==> src/rtl/timer_seq_pkg.sv <==
// Shared register map, TCR/TSR bit positions and state encodings for the
// timer APB sequencer and its APB transfer engine.
package timer_seq_pkg;

    localparam logic [7:0] ADDR_TDR = 8'h00;
    localparam logic [7:0] ADDR_TCR = 8'h01;
    localparam logic [7:0] ADDR_TSR = 8'h02;

    localparam int TCR_LOAD_BIT = 7;
    localparam int TCR_EN_BIT   = 4;
    localparam int TCR_DOWN_BIT = 5;
    localparam int TSR_OVF_BIT  = 0;
    localparam int TSR_UDF_BIT  = 1;

    localparam logic [7:0] TCR_LOAD_MASK = 8'(1 << TCR_LOAD_BIT);
    localparam logic [7:0] TCR_EN_MASK   = 8'(1 << TCR_EN_BIT);
    localparam logic [7:0] TSR_CLEAR     = 8'h00;

    typedef enum logic [2:0] {
        ST_IDLE,
        ST_WR_TDR,
        ST_WR_LOAD,
        ST_WR_RUN,
        ST_WAIT,
        ST_RD_TSR,
        ST_CLR_TSR,
        ST_WR_HALT
    } seq_state_t;

    typedef enum logic [1:0] {
        PH_IDLE,
        PH_SETUP,
        PH_ACCESS
    } xfer_phase_t;

    function automatic logic [1:0] tsr_flags(input logic [7:0] tsr);
        tsr_flags = {tsr[TSR_UDF_BIT], tsr[TSR_OVF_BIT]};
    endfunction

endpackage

==> src/rtl/timer_apb_sequencer_if.sv <==
// APB bus between the sequencer (master) and the timer register slave.
interface timer_apb_sequencer_if #(
    parameter int ADDR_W = 8
);
    logic              psel;
    logic              penable;
    logic              pwrite;
    logic [ADDR_W-1:0] paddr;
    logic [7:0]        pwdata;
    logic [7:0]        prdata;
    logic              pready;
    logic              pslverr;

    modport master (
        output psel, penable, pwrite, paddr, pwdata,
        input  prdata, pready, pslverr
    );

    modport slave (
        input  psel, penable, pwrite, paddr, pwdata,
        output prdata, pready, pslverr
    );
endinterface

==> src/rtl/apb_master_xfer.sv <==
// Single-transfer APB master engine: a req in idle runs SETUP then ACCESS until
// pready; done pulses the cycle after completion with rdata/slverr captured.
module apb_master_xfer
    import timer_seq_pkg::*;
#(
    parameter int ADDR_W = 8
) (
    input  logic              pclk,
    input  logic              presetn,
    input  logic              req,
    input  logic              wr,
    input  logic [ADDR_W-1:0] addr,
    input  logic [7:0]        wdata,
    output logic              done,
    output logic [7:0]        rdata,
    output logic              slverr,
    timer_apb_sequencer_if.master apb
);

    xfer_phase_t phase_r;
    logic        done_r;
    logic [7:0]  rdata_r;
    logic        slverr_r;

    // APB phase sequencing; address/direction/data are latched at SETUP so they stay stable to completion
    always_ff @(posedge pclk or negedge presetn) begin
        if (!presetn) begin
            phase_r     <= PH_IDLE;
            apb.psel    <= 1'b0;
            apb.penable <= 1'b0;
            apb.pwrite  <= 1'b0;
            apb.paddr   <= '0;
            apb.pwdata  <= 8'h00;
            done_r      <= 1'b0;
            rdata_r     <= 8'h00;
            slverr_r    <= 1'b0;
        end else begin
            done_r <= 1'b0;
            case (phase_r)
                PH_IDLE: begin
                    if (req) begin
                        apb.psel    <= 1'b1;
                        apb.penable <= 1'b0;
                        apb.pwrite  <= wr;
                        apb.paddr   <= addr;
                        apb.pwdata  <= wdata;
                        phase_r     <= PH_SETUP;
                    end
                end
                PH_SETUP: begin
                    apb.penable <= 1'b1;
                    phase_r     <= PH_ACCESS;
                end
                PH_ACCESS: begin
                    if (apb.pready) begin
                        apb.psel    <= 1'b0;
                        apb.penable <= 1'b0;
                        done_r      <= 1'b1;
                        rdata_r     <= apb.prdata;
                        slverr_r    <= apb.pslverr;
                        phase_r     <= PH_IDLE;
                    end
                end
                default: begin
                    apb.psel    <= 1'b0;
                    apb.penable <= 1'b0;
                    phase_r     <= PH_IDLE;
                end
            endcase
        end
    end

    assign done   = done_r;
    assign rdata  = rdata_r;
    assign slverr = slverr_r;

endmodule

==> src/rtl/timer_apb_sequencer.sv <==
// Autonomous timer driver: programs TDR/TCR over APB, polls TSR for OVF/UDF,
// clears the flag and reloads or halts, reporting events and bus errors.
module timer_apb_sequencer
    import timer_seq_pkg::*;
#(
    parameter int POLL_GAP = 8,
    parameter int ADDR_W   = 8
) (
    input  logic       pclk,
    input  logic       presetn,
    input  logic       start,
    input  logic       stop,
    input  logic [7:0] cfg_tdr,
    input  logic [7:0] cfg_tcr,
    input  logic       auto_reload,
    timer_apb_sequencer_if.master apb,
    output logic       busy,
    output logic       evt,
    output logic [1:0] evt_flags,
    output logic [7:0] evt_cnt,
    output logic       err
);

    localparam logic [15:0] GAP_LAST = 16'(POLL_GAP - 1);

    seq_state_t        state_r, next_state_s;
    logic [7:0]        cfg_tdr_r, cfg_tcr_r;
    logic              auto_r, stop_pend_r, issued_r;
    logic [15:0]       gap_cnt_r;
    logic [1:0]        tsr_flags_r;
    logic              busy_r, evt_r, err_r;
    logic [1:0]        evt_flags_r;
    logic [7:0]        evt_cnt_r;

    logic              xfer_s, req_s, wr_s;
    logic [ADDR_W-1:0] addr_s;
    logic [7:0]        wdata_s;
    logic              done_s, slverr_s;
    logic [7:0]        rdata_s;
    logic              start_ok_s, stop_now_s, xfer_ok_s, xfer_bad_s;

    assign start_ok_s = (state_r == ST_IDLE) && start;
    assign stop_now_s = stop_pend_r || stop;
    assign xfer_ok_s  = done_s && !slverr_s;
    assign xfer_bad_s = done_s && slverr_s;

    apb_master_xfer #(.ADDR_W(ADDR_W)) u_xfer (
        .pclk    (pclk),
        .presetn (presetn),
        .req     (req_s),
        .wr      (wr_s),
        .addr    (addr_s),
        .wdata   (wdata_s),
        .done    (done_s),
        .rdata   (rdata_s),
        .slverr  (slverr_s),
        .apb     (apb)
    );

    // Sequencer state register
    always_ff @(posedge pclk or negedge presetn) begin
        if (!presetn) begin
            state_r <= ST_IDLE;
        end else begin
            state_r <= next_state_s;
        end
    end

    // Next-state: transfer states advance only on done; a bus error aborts straight to idle
    always_comb begin
        next_state_s = state_r;
        case (state_r)
            ST_IDLE: begin
                if (start) next_state_s = ST_WR_TDR;
                else       next_state_s = ST_IDLE;
            end
            ST_WAIT: begin
                if (stop_now_s)                 next_state_s = ST_WR_HALT;
                else if (gap_cnt_r == GAP_LAST) next_state_s = ST_RD_TSR;
                else                            next_state_s = ST_WAIT;
            end
            default: begin
                if (!done_s)                          next_state_s = state_r;
                else if (slverr_s)                    next_state_s = ST_IDLE;
                else if (state_r == ST_WR_HALT)       next_state_s = ST_IDLE;
                else if (state_r == ST_CLR_TSR) begin
                    if (auto_r && !stop_now_s)        next_state_s = ST_WR_TDR;
                    else                              next_state_s = ST_WR_HALT;
                end
                else if (stop_now_s)                  next_state_s = ST_WR_HALT;
                else if (state_r == ST_WR_TDR)        next_state_s = ST_WR_LOAD;
                else if (state_r == ST_WR_LOAD)       next_state_s = ST_WR_RUN;
                else if (state_r == ST_WR_RUN)        next_state_s = ST_WAIT;
                else if (tsr_flags(rdata_s) != 2'b00) next_state_s = ST_CLR_TSR;
                else                                  next_state_s = ST_WAIT;
            end
        endcase
    end

    // Transfer decode per state; a request is raised once per state visit
    always_comb begin
        xfer_s  = 1'b1;
        wr_s    = 1'b1;
        addr_s  = ADDR_W'(ADDR_TCR);
        wdata_s = 8'h00;
        case (state_r)
            ST_WR_TDR: begin
                addr_s  = ADDR_W'(ADDR_TDR);
                wdata_s = cfg_tdr_r;
            end
            ST_WR_LOAD: wdata_s = (cfg_tcr_r | TCR_LOAD_MASK) & ~TCR_EN_MASK;
            ST_WR_RUN:  wdata_s = (cfg_tcr_r & ~TCR_LOAD_MASK) | TCR_EN_MASK;
            ST_RD_TSR: begin
                wr_s   = 1'b0;
                addr_s = ADDR_W'(ADDR_TSR);
            end
            ST_CLR_TSR: begin
                addr_s  = ADDR_W'(ADDR_TSR);
                wdata_s = TSR_CLEAR;
            end
            ST_WR_HALT: wdata_s = cfg_tcr_r & ~(TCR_LOAD_MASK | TCR_EN_MASK);
            default: begin
                xfer_s = 1'b0;
                wr_s   = 1'b0;
            end
        endcase
        req_s = xfer_s && !issued_r;
    end

    // Configuration capture, stop latch, poll timer, event and error bookkeeping
    always_ff @(posedge pclk or negedge presetn) begin
        if (!presetn) begin
            cfg_tdr_r   <= 8'h00;
            cfg_tcr_r   <= 8'h00;
            auto_r      <= 1'b0;
            stop_pend_r <= 1'b0;
            issued_r    <= 1'b0;
            gap_cnt_r   <= 16'd0;
            tsr_flags_r <= 2'b00;
            busy_r      <= 1'b0;
            evt_r       <= 1'b0;
            evt_flags_r <= 2'b00;
            evt_cnt_r   <= 8'h00;
            err_r       <= 1'b0;
        end else begin
            busy_r    <= (next_state_s != ST_IDLE);
            evt_r     <= 1'b0;
            gap_cnt_r <= (state_r == ST_WAIT) ? gap_cnt_r + 16'd1 : 16'd0;

            if (done_s)     issued_r <= 1'b0;
            else if (req_s) issued_r <= 1'b1;

            if (start_ok_s) begin
                cfg_tdr_r <= cfg_tdr;
                cfg_tcr_r <= cfg_tcr;
                auto_r    <= auto_reload;
                evt_cnt_r <= 8'h00;
                err_r     <= 1'b0;
            end else if (xfer_bad_s) begin
                err_r <= 1'b1;
            end

            // a stop arriving with the accepted start still counts
            if (start_ok_s)                                 stop_pend_r <= stop;
            else if (next_state_s == ST_IDLE)               stop_pend_r <= 1'b0;
            else if (stop)                                  stop_pend_r <= 1'b1;

            if (state_r == ST_RD_TSR && xfer_ok_s) tsr_flags_r <= tsr_flags(rdata_s);

            if (state_r == ST_CLR_TSR && xfer_ok_s) begin
                evt_r       <= 1'b1;
                evt_cnt_r   <= evt_cnt_r + 8'd1;
                evt_flags_r <= tsr_flags_r;
            end
        end
    end

    assign busy      = busy_r;
    assign evt       = evt_r;
    assign evt_flags = evt_flags_r;
    assign evt_cnt   = evt_cnt_r;
    assign err       = err_r;

endmodule
==> src/flat_wrapper.sv <==
// flat-port wrapper written by rule: the top's interface ports become plain ports
module timer_apb_sequencer_flat import timer_seq_pkg::*;
#(
    parameter int POLL_GAP = 8,
    parameter int ADDR_W   = 8
)
  (pclk, presetn, start, stop, cfg_tdr, cfg_tcr, auto_reload, busy, evt, evt_flags, evt_cnt, err, apb_psel, apb_penable, apb_pwrite, apb_paddr, apb_pwdata, apb_prdata, apb_pready, apb_pslverr);
  timer_apb_sequencer_if #(.ADDR_W(ADDR_W)) apb_i ();
  input  logic pclk;
  input  logic presetn;
  input  logic start;
  input  logic stop;
  input  logic [7:0] cfg_tdr;
  input  logic [7:0] cfg_tcr;
  input  logic auto_reload;
  output logic busy;
  output logic evt;
  output logic [1:0] evt_flags;
  output logic [7:0] evt_cnt;
  output logic err;
  output wire logic [$bits(apb_i.psel)-1:0] apb_psel;
  output wire logic [$bits(apb_i.penable)-1:0] apb_penable;
  output wire logic [$bits(apb_i.pwrite)-1:0] apb_pwrite;
  output wire logic [$bits(apb_i.paddr)-1:0] apb_paddr;
  output wire logic [$bits(apb_i.pwdata)-1:0] apb_pwdata;
  input wire logic [$bits(apb_i.prdata)-1:0] apb_prdata;
  input wire logic [$bits(apb_i.pready)-1:0] apb_pready;
  input wire logic [$bits(apb_i.pslverr)-1:0] apb_pslverr;
  assign apb_psel = apb_i.psel;
  assign apb_penable = apb_i.penable;
  assign apb_pwrite = apb_i.pwrite;
  assign apb_paddr = apb_i.paddr;
  assign apb_pwdata = apb_i.pwdata;
  assign apb_i.prdata = apb_prdata;
  assign apb_i.pready = apb_pready;
  assign apb_i.pslverr = apb_pslverr;
  timer_apb_sequencer #(.POLL_GAP(POLL_GAP), .ADDR_W(ADDR_W)) u_core (.pclk(pclk), .presetn(presetn), .start(start), .stop(stop), .cfg_tdr(cfg_tdr), .cfg_tcr(cfg_tcr), .auto_reload(auto_reload), .apb(apb_i), .busy(busy), .evt(evt), .evt_flags(evt_flags), .evt_cnt(evt_cnt), .err(err));
endmodule
==> config.mk <==
export PLATFORM = sky130hd
export DESIGN_NAME = timer_apb_sequencer_flat
export DESIGN_NICKNAME = d
export VERILOG_FILES = /design/src/rtl/timer_seq_pkg.sv /design/src/rtl/timer_apb_sequencer_if.sv /design/src/rtl/apb_master_xfer.sv /design/src/rtl/timer_apb_sequencer.sv /design/src/flat_wrapper.sv
export SDC_FILE = /design/constraint.sdc
export NUM_CORES = 1
export LEC_CHECK = 0
export ABC_AREA = 1
export CAP_MARGIN = 10
export CORE_ASPECT_RATIO = 2
export CORE_UTILIZATION = 54
export CTS_BUF_LIST = sky130_fd_sc_hd__clkbuf_2
export DETAILED_ROUTE_END_ITERATION = 7
export PLACE_DENSITY = 0.81
export SYNTH_ARGS = -nofsm -noshare
export SYNTH_HDL_FRONTEND = slang
export SYNTH_HIERARCHICAL = 1
export SYNTH_SLANG_ARGS = --single-unit
==> constraint.sdc <==
create_clock -name pclk -period 2.4 [get_ports pclk]
set_input_delay 0.48 -clock pclk [delete_from_list [all_inputs] [get_ports pclk]]
set_output_delay 0.48 -clock pclk [all_outputs]
set_load 0.1 [all_outputs]
==> results of run 1 <==
==> metal layers <==
layer / vias up / global-route usage, % / part of all wire, %
li1: 1428 / - / -
met3: 18 / 5.495 / 4.2
met1: 1352 / 24.37 / 38
met2: 59 / 38.06 / 55
met5: - / 0 / 0
met4: 0 / 13.52 / 2.8
==> path summary, 6_finish.rpt <==
path / endpoint / slack, ns
min in group pclk: u_core/u_xfer/slverr / 0.47
max in group asynchronous: u_core/u_xfer/apb.psel / 1.38
worst min register to register: u_core/gap_cnt_r[0] / 0.48
worst min-delay path: u_core/cfg_tcr_r[6] / 0.43
worst max-delay path: evt_cnt[2] / 0.57
worst max register to register: u_core/busy / 0.66
==> sequential cells by signal, indices dropped and copies added (netlist names), 2 cells and up <==
| name | flops |
|---|---|
| u_core/evt_flags | 2 |
| u_core/state_r | 3 |
| u_core/cfg_tcr_r | 6 |
| u_core/cfg_tdr_r | 8 |
| u_core/evt_cnt | 8 |
| u_core/gap_cnt_r | 16 |
| u_core/tsr_flags_r | 2 |
| u_core/u_xfer/rdata | 2 |
| u_core/u_xfer/apb.paddr | 8 |
| u_core/u_xfer/apb.pwdata | 8 |
==> power by group through the flow <==
stage | clock network, mW | registers [mW] | logic [mW]
4_1_cts | 0.687 | 2.05 | 3.14
3_3_place_gp | 0 | 2.06 | 3.09
6_report | 0.659 | 2.05 | 3.12
3_5_place_dp | 0 | 2.08 | 3.13
5_1_grt | 0.738 | 2.10 | 3.31
2_1_floorplan | 0 | 3.49 | 1.10
==> repair_timing <==
action / 4_1_cts / 5_1_grt
setup buffers: 0 / 0
setup endpoints to repair: 0 / 0
hold endpoints to repair: 40 / 0
hold buffers: 1 / 0
==> area by class of cell <==
cell class	count	area share, %
Clock buffer	10	1.176
Clock inverter	6	1.323
Inverter	43	4.146
Multi-Input combinational cell	289	34.90
Sequential cell	75	44.10
Tap cell	86	2.529
Timing Repair Buffer	58	11.82
==> through the flow <==
step                cells  setup slack [ns]
finish                567            0.5654
global route          567            0.4799
CTS                   567            0.5199
detailed placement    550            0.5032
global placement      550            0.5117
floorplan             417            0.4445
==> flow_summary_export.csv, run 1 <==
group,metric,value,unit
worst_setup_path,critPathCaptureType,"output port",
die,initial_core_util,56.43,%
die,die_area,0.007052,mm2
cts,insertion_delay,0.53,ns
pwr,p_per_area,1369,mW/mm2
synth,netlist_instances,412,
sta,fin_hold_ws,0.4303,ns
sta,period_needed,1.835,ns
sta,grt_setup_unrepaired,"no",
cts,cts.sinks,75,
worst_setup_path,critical-path-top-delay-family,"flip-flops",
worst_setup_path,required,1.92,ns
global_routing,overflow,0,
layout,final_common_cell,"nand2_1",
global_routing,grt_max_degree,42,
cts,numCtsBuffers,9,
worst_setup_path,critPathLaunchType,"flip-flop",
sta,finClkSkew,0.01561,ns
worst_setup_path,worst-path-stages,1,
outcome,status,"completed",
placement,place_area,0.004139,mm2
worst_setup_path,path_class,"flip-flop to output port",
detailed_routing,vias,2857,
global_routing,grt_pass1_vias,2754,
placement,gp_congestion,0.8970,
layout,final_core_util,66.36,%
placement,dp_hpwl,5280,um
global_routing,antenna_found_initial,0,
cts,htreeDepth,3,
worst_setup_path,worstPathArrival,1.35,ns
pwr,peakVddDrop,0.0007296,V
die,rows,41,
cts,clk_pin_slew_worst_paths,0.19,ns
detailed_routing,vias_per_cell,5.039,
die,die_h,117.8,um
flow_run,cap_violations,0,
sta,hold_violations,0,
synth,netlist_area,0.003618,mm2
pwr,p_sw,3.174,mW
pwr,p_leak,2.104,nW
sta,finalSetupViolations,0,
detailed_routing,drc_errors,0,
pwr,p_int,2.651,mW
worst_setup_path,startpoint,"u_core/evt_cnt[2]",
die,io_pins,63,
sta,worstMarginPinSlew,0.6162,ns
sta,maxSlewViolCount,0,
layout,regArea,0.001877,mm2
die,die_w,59.88,um
layout,mostFrequentLayoutCells,"nand2_1 (102), dfrtp_1 (75), nor2_1 (50)",
worst_setup_path,critical_path_buf_inv_count,1,
pwr,seqPwrFrac,35.2,%
global_routing,grt_pass1_wl,11970,um
pwr,pwr-share-clk,11.3,%
global_routing,grt_use_total,22.64,%
worst_setup_path,crit_fanout,5,
layout,area_growth_syn_to_layout,17.60,%
worst_setup_path,cp_slowest_stage_delay,0.49,ns
worst_setup_path,reg2reg_depth,7,
pwr,switching_share,54.49,%
hold_path,hold_path_class,"primary input to async pin",
detailed_routing,drt_first_pass_iters,7,
cts,root_buffer,"clkbuf_2",
detailed_routing,avgRoutedWirePerCell,12.50,um
cts,cts_tree,"done",
layout,n_fill_cell,569,
layout,final_area,0.004255,mm2
placement,io_buffers,54,
cts,cts_resized,0,
detailed_routing,detail-route-antenna-nets,0,
layout,diodes,0,
layout,fin_nets,509,
worst_setup_path,r2r-start,"u_core/state_r[1]",
sta,fmax,545.1,MHz
die,core,0.006412,mm2
layout,multiInputGateArea,0.001485,mm2
detailed_routing,routed_wl,7086,um
synth,postSynthAreaPerCell,8.783,um2
pwr,power,5.825,mW
sta,timing.setup.tns,0,ns
detailed_routing,drtIter0Drc,114,
worst_setup_path,crit_chain,"buf_4",
sta,slew_headroom,58.92,%
layout,drive_gt1_share,21.00,%
synth,yosysWarningCount,6,
sta,fin_crit_sh,76.44,%
worst_setup_path,crit_path_top_delay_cell,"dfrtp_1",
pwr,combPwrFrac,53.5,%
cts,clock_path_buffers,2,
Note: power is estimated with default switching activity, not from simulation.
==> run 2: changes to the inputs <==
--- a/config.mk
+++ b/config.mk
@@ -8,10 +8,10 @@
 export ABC_AREA = 1
 export CAP_MARGIN = 10
 export CORE_ASPECT_RATIO = 2
-export CORE_UTILIZATION = 54
+export CORE_UTILIZATION = 50
 export CTS_BUF_LIST = sky130_fd_sc_hd__clkbuf_2
 export DETAILED_ROUTE_END_ITERATION = 7
-export PLACE_DENSITY = 0.81
+export PLACE_DENSITY = 0.79
 export SYNTH_ARGS = -nofsm -noshare
 export SYNTH_HDL_FRONTEND = slang
 export SYNTH_HIERARCHICAL = 1
==> constraint.sdc (replaced) <==
create_clock -name pclk -period 1.5 [get_ports pclk]
set_input_delay 0.3 -clock pclk [delete_from_list [all_inputs] [get_ports pclk]]
set_output_delay 0.3 -clock pclk [all_outputs]
set_load 0.1 [all_outputs]
==> flow_summary_export.csv, run 2 (same netlist as run 1, synthesis figures left out) <==
group,metric,value,unit
detailed_routing,avgRoutedWirePerCell,13.64,um
sta,setup_ws,-0.02451,ns
sta,maxSlewViolCount,0,
layout,area_growth_syn_to_layout,38.59,%
sta,hold_violations,0,
die,io_pins,63,
detailed_routing,vias_per_cell,5.066,
detailed_routing,drt_first_pass_iters,4,
pwr,p_sw,5.559,mW
placement,place_ws,-0.2575,ns
detailed_routing,drtIter0Drc,117,
pwr,p_leak,2.379,nW
sta,fin_hold_ws,0.1899,ns
pwr,p_int,5.452,mW
cts,cts_tree,"done",
hold_path,hold_path_class,"primary input to async pin",
outcome,failed_checks,"negative setup slack",
placement,dp_hpwl,6062,um
cts,root_buffer,"clkbuf_2",
pwr,pwr-share-clk,8.0,%
die,rows,43,
sta,fin_crit_sh,101.6,%
placement,gp_congestion,0.8946,
pwr,power,11.01,mW
cts,clock_path_buffers,2,
placement,place_area,0.004706,mm2
pwr,seqPwrFrac,30.2,%
layout,final_area,0.005015,mm2
detailed_routing,vias,3070,
cts,numCtsBuffers,9,
global_routing,grt_pass1_wl,13870,um
worst_setup_path,critPathCaptureType,"output port",
cts,clk_pin_slew_worst_paths,0.21,ns
worst_setup_path,cp_slowest_stage_delay,0.55,ns
sta,timing.setup.tns,-0.06892,ns
worst_setup_path,crit_path_top_delay_cell,"dfrtp_4",
worst_setup_path,required,1.20,ns
worst_setup_path,path_class,"flip-flop to output port",
global_routing,grt_max_degree,30,
layout,largest-register,"u_core/gap_cnt_r",
flow_run,cap_violations,0,
pwr,p_per_area,2196,mW/mm2
layout,multiInputGateArea,0.001546,mm2
pwr,switching_share,50.48,%
layout,drive_gt1_share,30.87,%
worst_setup_path,critical_path_buf_inv_count,1,
die,die_area,0.007602,mm2
die,initial_core_util,52.14,%
worst_setup_path,crit_fanout,2,
placement,io_buffers,54,
global_routing,antenna_found_initial,1,
cts,insertion_delay,0.52,ns
layout,largest_register_ffs,16,
global_routing,grt_pass1_vias,3137,
cts,htreeDepth,3,
sta,finClkSkew,0.02747,ns
sta,grt_setup_unrepaired,"yes",
detailed_routing,routed_wl,8263,um
detailed_routing,drc_errors,0,
global_routing,overflow,0,
pwr,combPwrFrac,61.8,%
layout,final_common_cell,"nand2_1",
sta,period_needed,1.525,ns
global_routing,grt_use_total,23.79,%
die,core,0.006940,mm2
detailed_routing,detail-route-antenna-nets,0,
die,die_h,122.3,um
worst_setup_path,critical-path-top-delay-family,"flip-flops",
outcome,status,"finished with violations",
worst_setup_path,critPathLaunchType,"flip-flop",
layout,fin_nets,544,
layout,n_fill_cell,480,
layout,mostFrequentLayoutCells,"nand2_1 (97), dfrtp_1 (66), nor2_1 (46)",
die,die_w,62.16,um
worst_setup_path,worstPathArrival,1.22,ns
pwr,peakVddDrop,0.001468,V
worst_setup_path,crit_chain,"buf_12",
sta,fmax,656.0,MHz
sta,finalSetupViolations,3,
layout,regArea,0.001896,mm2
cts,cts.sinks,75,
-- run 2: changes by cell type in the layout (fill, tap and decap cells not counted), sizes merged --
cell | before | now
buf | 36 | 71
clkinvlp | 1 | 2
inv | 43 | 42
clkinv | 4 | 5
diode | 0 | 1
bufinv | 1 | 0
clkbuf | 10 | 9
-- run 2: final timing paths --
path                                  startpoint                          end  slack, ns  cells past startpoint
max                            u_core/evt_cnt[1]                   evt_cnt[1]      -0.02                      1
min in group pclk                  apb_prdata[1]       u_core/u_xfer/rdata[1]       0.29                      3
min reg2reg                u_core/tsr_flags_r[1]          u_core/evt_flags[1]       0.51                      2
max in group asynchronous                presetn  u_core/u_xfer/apb.pwdata[5]       0.79                      3
min                                      presetn          u_core/gap_cnt_r[0]       0.19                      2
max reg2reg                  u_core/gap_cnt_r[1]         u_core/gap_cnt_r[14]          0                      8
-- run 2: worst reg2reg max path, cell delays in order, from the launching register on --
cell and delay [ns]:
dfrtp_1 0.41, ha_2 0.21, nand2_1 0.12, nor2_4 0.16
nand2_1 0.08, nor2_2 0.12, nand3_1 0.10, xor2_1 0.16
nor2_1 0.08
-- run 2: layout make-up --
type / instances / share of cell area [%]
flip-flops and latches: 75 / 37.80
diodes: 1 / 0.04990
inverters: 43 / 3.668
repair buffers: 93 / 23.83
well taps: 90 / 2.246
clock inverters: 6 / 0.6737
clock buffers: 9 / 0.8982
multi-input cells: 289 / 30.84
-- run 2: power groups by stage --
stage,combinational (mW),sequential (mW),clock (mW)
finish,6.81,3.33,0.881
global route,7.15,3.41,1.01
CTS,6.56,3.32,0.914
detailed placement,6.30,3.44,0
global placement,6.19,3.39,0
floorplan,1.76,5.63,0
-- run 2: what timing repair did --
item | in CTS | in global routing
hold buffers | 1 | 0
endpoints found under the hold margin | 75 | 0
buffers inserted | 10 | 9
gates resized for setup | 1 | 23
endpoints found under the setup margin | 18 | 44
pin swaps | 0 | 9
gates cloned | 0 | 0
-- run 2: metrics by stage --
| step | std cells | utilization, % |
|---|---|---|
| after detailed placement | 570 | 67.80 |
| after global placement | 570 | 67.80 |
| after floorplan | 417 | - |
| after global routing | 606 | 72.26 |
| after CTS | 596 | 70.18 |
| final | 606 | 72.26 |
-- run 2: routing by layer --
layer / GRT usage (%) / vias to the layer above / part of all wire [%]
li1: - / 1503 / -
met3: 5.019 / 22 / 3.5
met4: 15.70 / 0 / 3.4
met1: 24.37 / 1457 / 37
met5: 0 / - / 0
met2: 43.20 / 88 / 56
==> run 3: changes to the inputs <==
--- a/config.mk
+++ b/config.mk
@@ -10,6 +10,7 @@
 export CORE_ASPECT_RATIO = 2
 export CORE_UTILIZATION = 50
 export CTS_BUF_LIST = sky130_fd_sc_hd__clkbuf_2
+export CTS_CLUSTER_DIAMETER = 30
 export DETAILED_ROUTE_END_ITERATION = 7
 export PLACE_DENSITY = 0.79
 export SYNTH_ARGS = -nofsm -noshare
==> constraint.sdc (replaced) <==
create_clock -name pclk -period 1.3 [get_ports pclk]
set_input_delay 0.26 -clock pclk [delete_from_list [all_inputs] [get_ports pclk]]
set_output_delay 0.26 -clock pclk [all_outputs]
set_load 0.1 [all_outputs]
==> flow_summary_export.csv, run 3 (same netlist as run 1, synthesis figures left out) <==
group,metric,value,unit
layout,drive_gt1_share,53.81,%
die,io_pins,63,
worst_setup_path,required,1.76,ns
pwr,p_per_area,2460,mW/mm2
worst_setup_path,path_class,"flip-flop to flip-flop",
placement,gp_congestion,0.9396,
pwr,peakVddDrop,0.001775,V
cts,clk_pin_slew_worst_paths,0.21,ns
sta,finClkSkew,0.03414,ns
worst_setup_path,crit_fanout,6,
detailed_routing,drt_first_pass_iters,5,
sta,finalSetupViolations,99,
detailed_routing,avgRoutedWirePerCell,20.83,um
layout,largest-register,"u_core/gap_cnt_r",
sta,setup_ws,-0.3691,ns
cts,cts_tree,"done",
pwr,power,15.27,mW
layout,fin_nets,593,
sta,fmax,599.1,MHz
outcome,failed_checks,"negative setup slack",
layout,mostFrequentLayoutCells,"dfrtp_1 (63), nand2_1 (62), buf_4 (43)",
worst_setup_path,critPathLaunchType,"flip-flop",
global_routing,grt_use_total,27.34,%
worst_setup_path,r2r-start,"u_core/state_r[0]",
flow_run,cap_violations,0,
placement,io_buffers,54,
global_routing,grt_pass1_vias,3473,
detailed_routing,vias_per_cell,5.671,
cts,clock_path_buffers,2,
die,rows,43,
global_routing,antenna_found_initial,1,
worst_setup_path,worstPathArrival,2.13,ns
worst_setup_path,regToRegSetupSlack,-0.37,ns
sta,hold_violations,0,
layout,finalNonFillerCells,656,
global_routing,overflow,0,
sta,maxSlewViolCount,0,
worst_setup_path,timing.rr.end,"u_core/busy",
layout,largest_register_ffs,16,
global_routing,grt_max_degree,76,
detailed_routing,drtIter0Drc,426,
global_routing,grt_pass1_wl,15800,um
layout,area_growth_syn_to_layout,71.58,%
die,die_w,62.16,um
sta,fin_crit_sh,128.4,%
cts,cts.sinks,75,
outcome,status,"finished with violations",
sta,grt_setup_unrepaired,"yes",
cts,root_buffer,"clkbuf_2",
detailed_routing,routed_wl,13660,um
sta,period_needed,1.669,ns
placement,dp_hpwl,6055,um
detailed_routing,drc_errors,0,
detailed_routing,detail-route-antenna-nets,0,
die,die_area,0.007602,mm2
detailed_routing,vias,3720,
cts,numCtsBuffers,9,
die,core,0.006940,mm2
cts,htreeDepth,3,
cts,insertion_delay,0.57,ns
pwr,p_leak,2.822,nW
placement,post-place-cells,584,
die,die_h,122.3,um
hold_path,hold_path_class,"primary input to async pin",
layout,final_common_cell,"dfrtp_1",
worst_setup_path,critPathCaptureType,"flip-flop",
die,initial_core_util,52.14,%
worst_setup_path,reg2reg_depth,9,
run 3: cell count changes in the layout (fill, tap and decap cells not counted), moves of 9 or more:
cell     before  now
nand2_1      97   62
nand3_1      23   14
nor2_1       46   26
buf_6         1   30
nor2_4        4   22
nand2_4       1   11
nand2_2      18   41
run 3: worst max-delay path by stage:
stage,from,endpoint
after detailed placement,start,u_core/cfg_tdr_r[6]
after global placement,start,u_core/cfg_tdr_r[5]
after floorplan,u_core/evt_cnt[1],u_core/evt_cnt[7]
after CTS,u_core/evt_cnt[0],evt_cnt[0]
after global routing,u_core/state_r[0],u_core/stop_pend_r
final,u_core/state_r[0],u_core/busy
run 3: per-layer routing:
layer  GRT usage, %  up-vias  routed length [um]  part of all wire (%)
met3          5.297       84                 646                   4.7
met1          26.58     1813                4388                    32
met4          17.73        0                 995                   7.3
met5              0        -                   0                     0
li1               -     1605                   -                     -
met2          51.72      218                7633                    56
run 3: layout make-up:
cell class,instances,area [um2]
repair inverters,1,8.758
fillers,260,732.0
clock buffers,11,55.05
repair buffers,140,1772
inverters,43,198.9
diodes,1,2.502
well taps,90,112.6
clock inverters,5,55.05
flip-flops and latches,75,1904
multi-input cells,290,2100
run 3: what timing repair did:
| action | CTS | global route |
|---|---|---|
| pin swaps | 13 | 51 |
| setup buffers | 24 | 27 |
| setup endpoints to repair | 64 | 92 |
| hold buffers | 1 | 0 |
| cloned | 2 | 4 |
| gates resized for setup | 57 | 149 |
| endpoints found under the hold margin | 75 | 0 |
run 3: power breakdown:
group / switching, mW / internal [mW]
combinational: 6.06 / 3.94
sequential: 0.801 / 3.15
clock: 0.871 / 0.451
run 3: critical path, cell delays in order, from the launching register on:
cell,delay (ns)
dfrtp_1,0.48
buf_6,0.19
buf_4,0.13
nor2_2,0.05
nor2_1,0.16
nand3_1,0.13
nand2_2,0.15
nand2_4,0.08
nor2_4,0.14
nand2_1,0.06
run 3: through the flow:
stage | setup slack [ns] | utilization, % | hold slack (ns) | TNS [ns] | cell area (um2)
after floorplan | -0.1273 | - | -0.03559 | -0.2480 | 3691
after detailed placement | -0.3757 | 69.64 | 0.3191 | -7.700 | 4833
after global placement | -0.3526 | 69.64 | 0.3198 | -6.866 | 4833
final | -0.3691 | 89.45 | 0.2379 | -16.10 | 6208
after global routing | -0.3491 | 89.45 | 0.2060 | -19.12 | 6208
after CTS | -0.2418 | 77.72 | 0.2108 | -6.515 | 5394
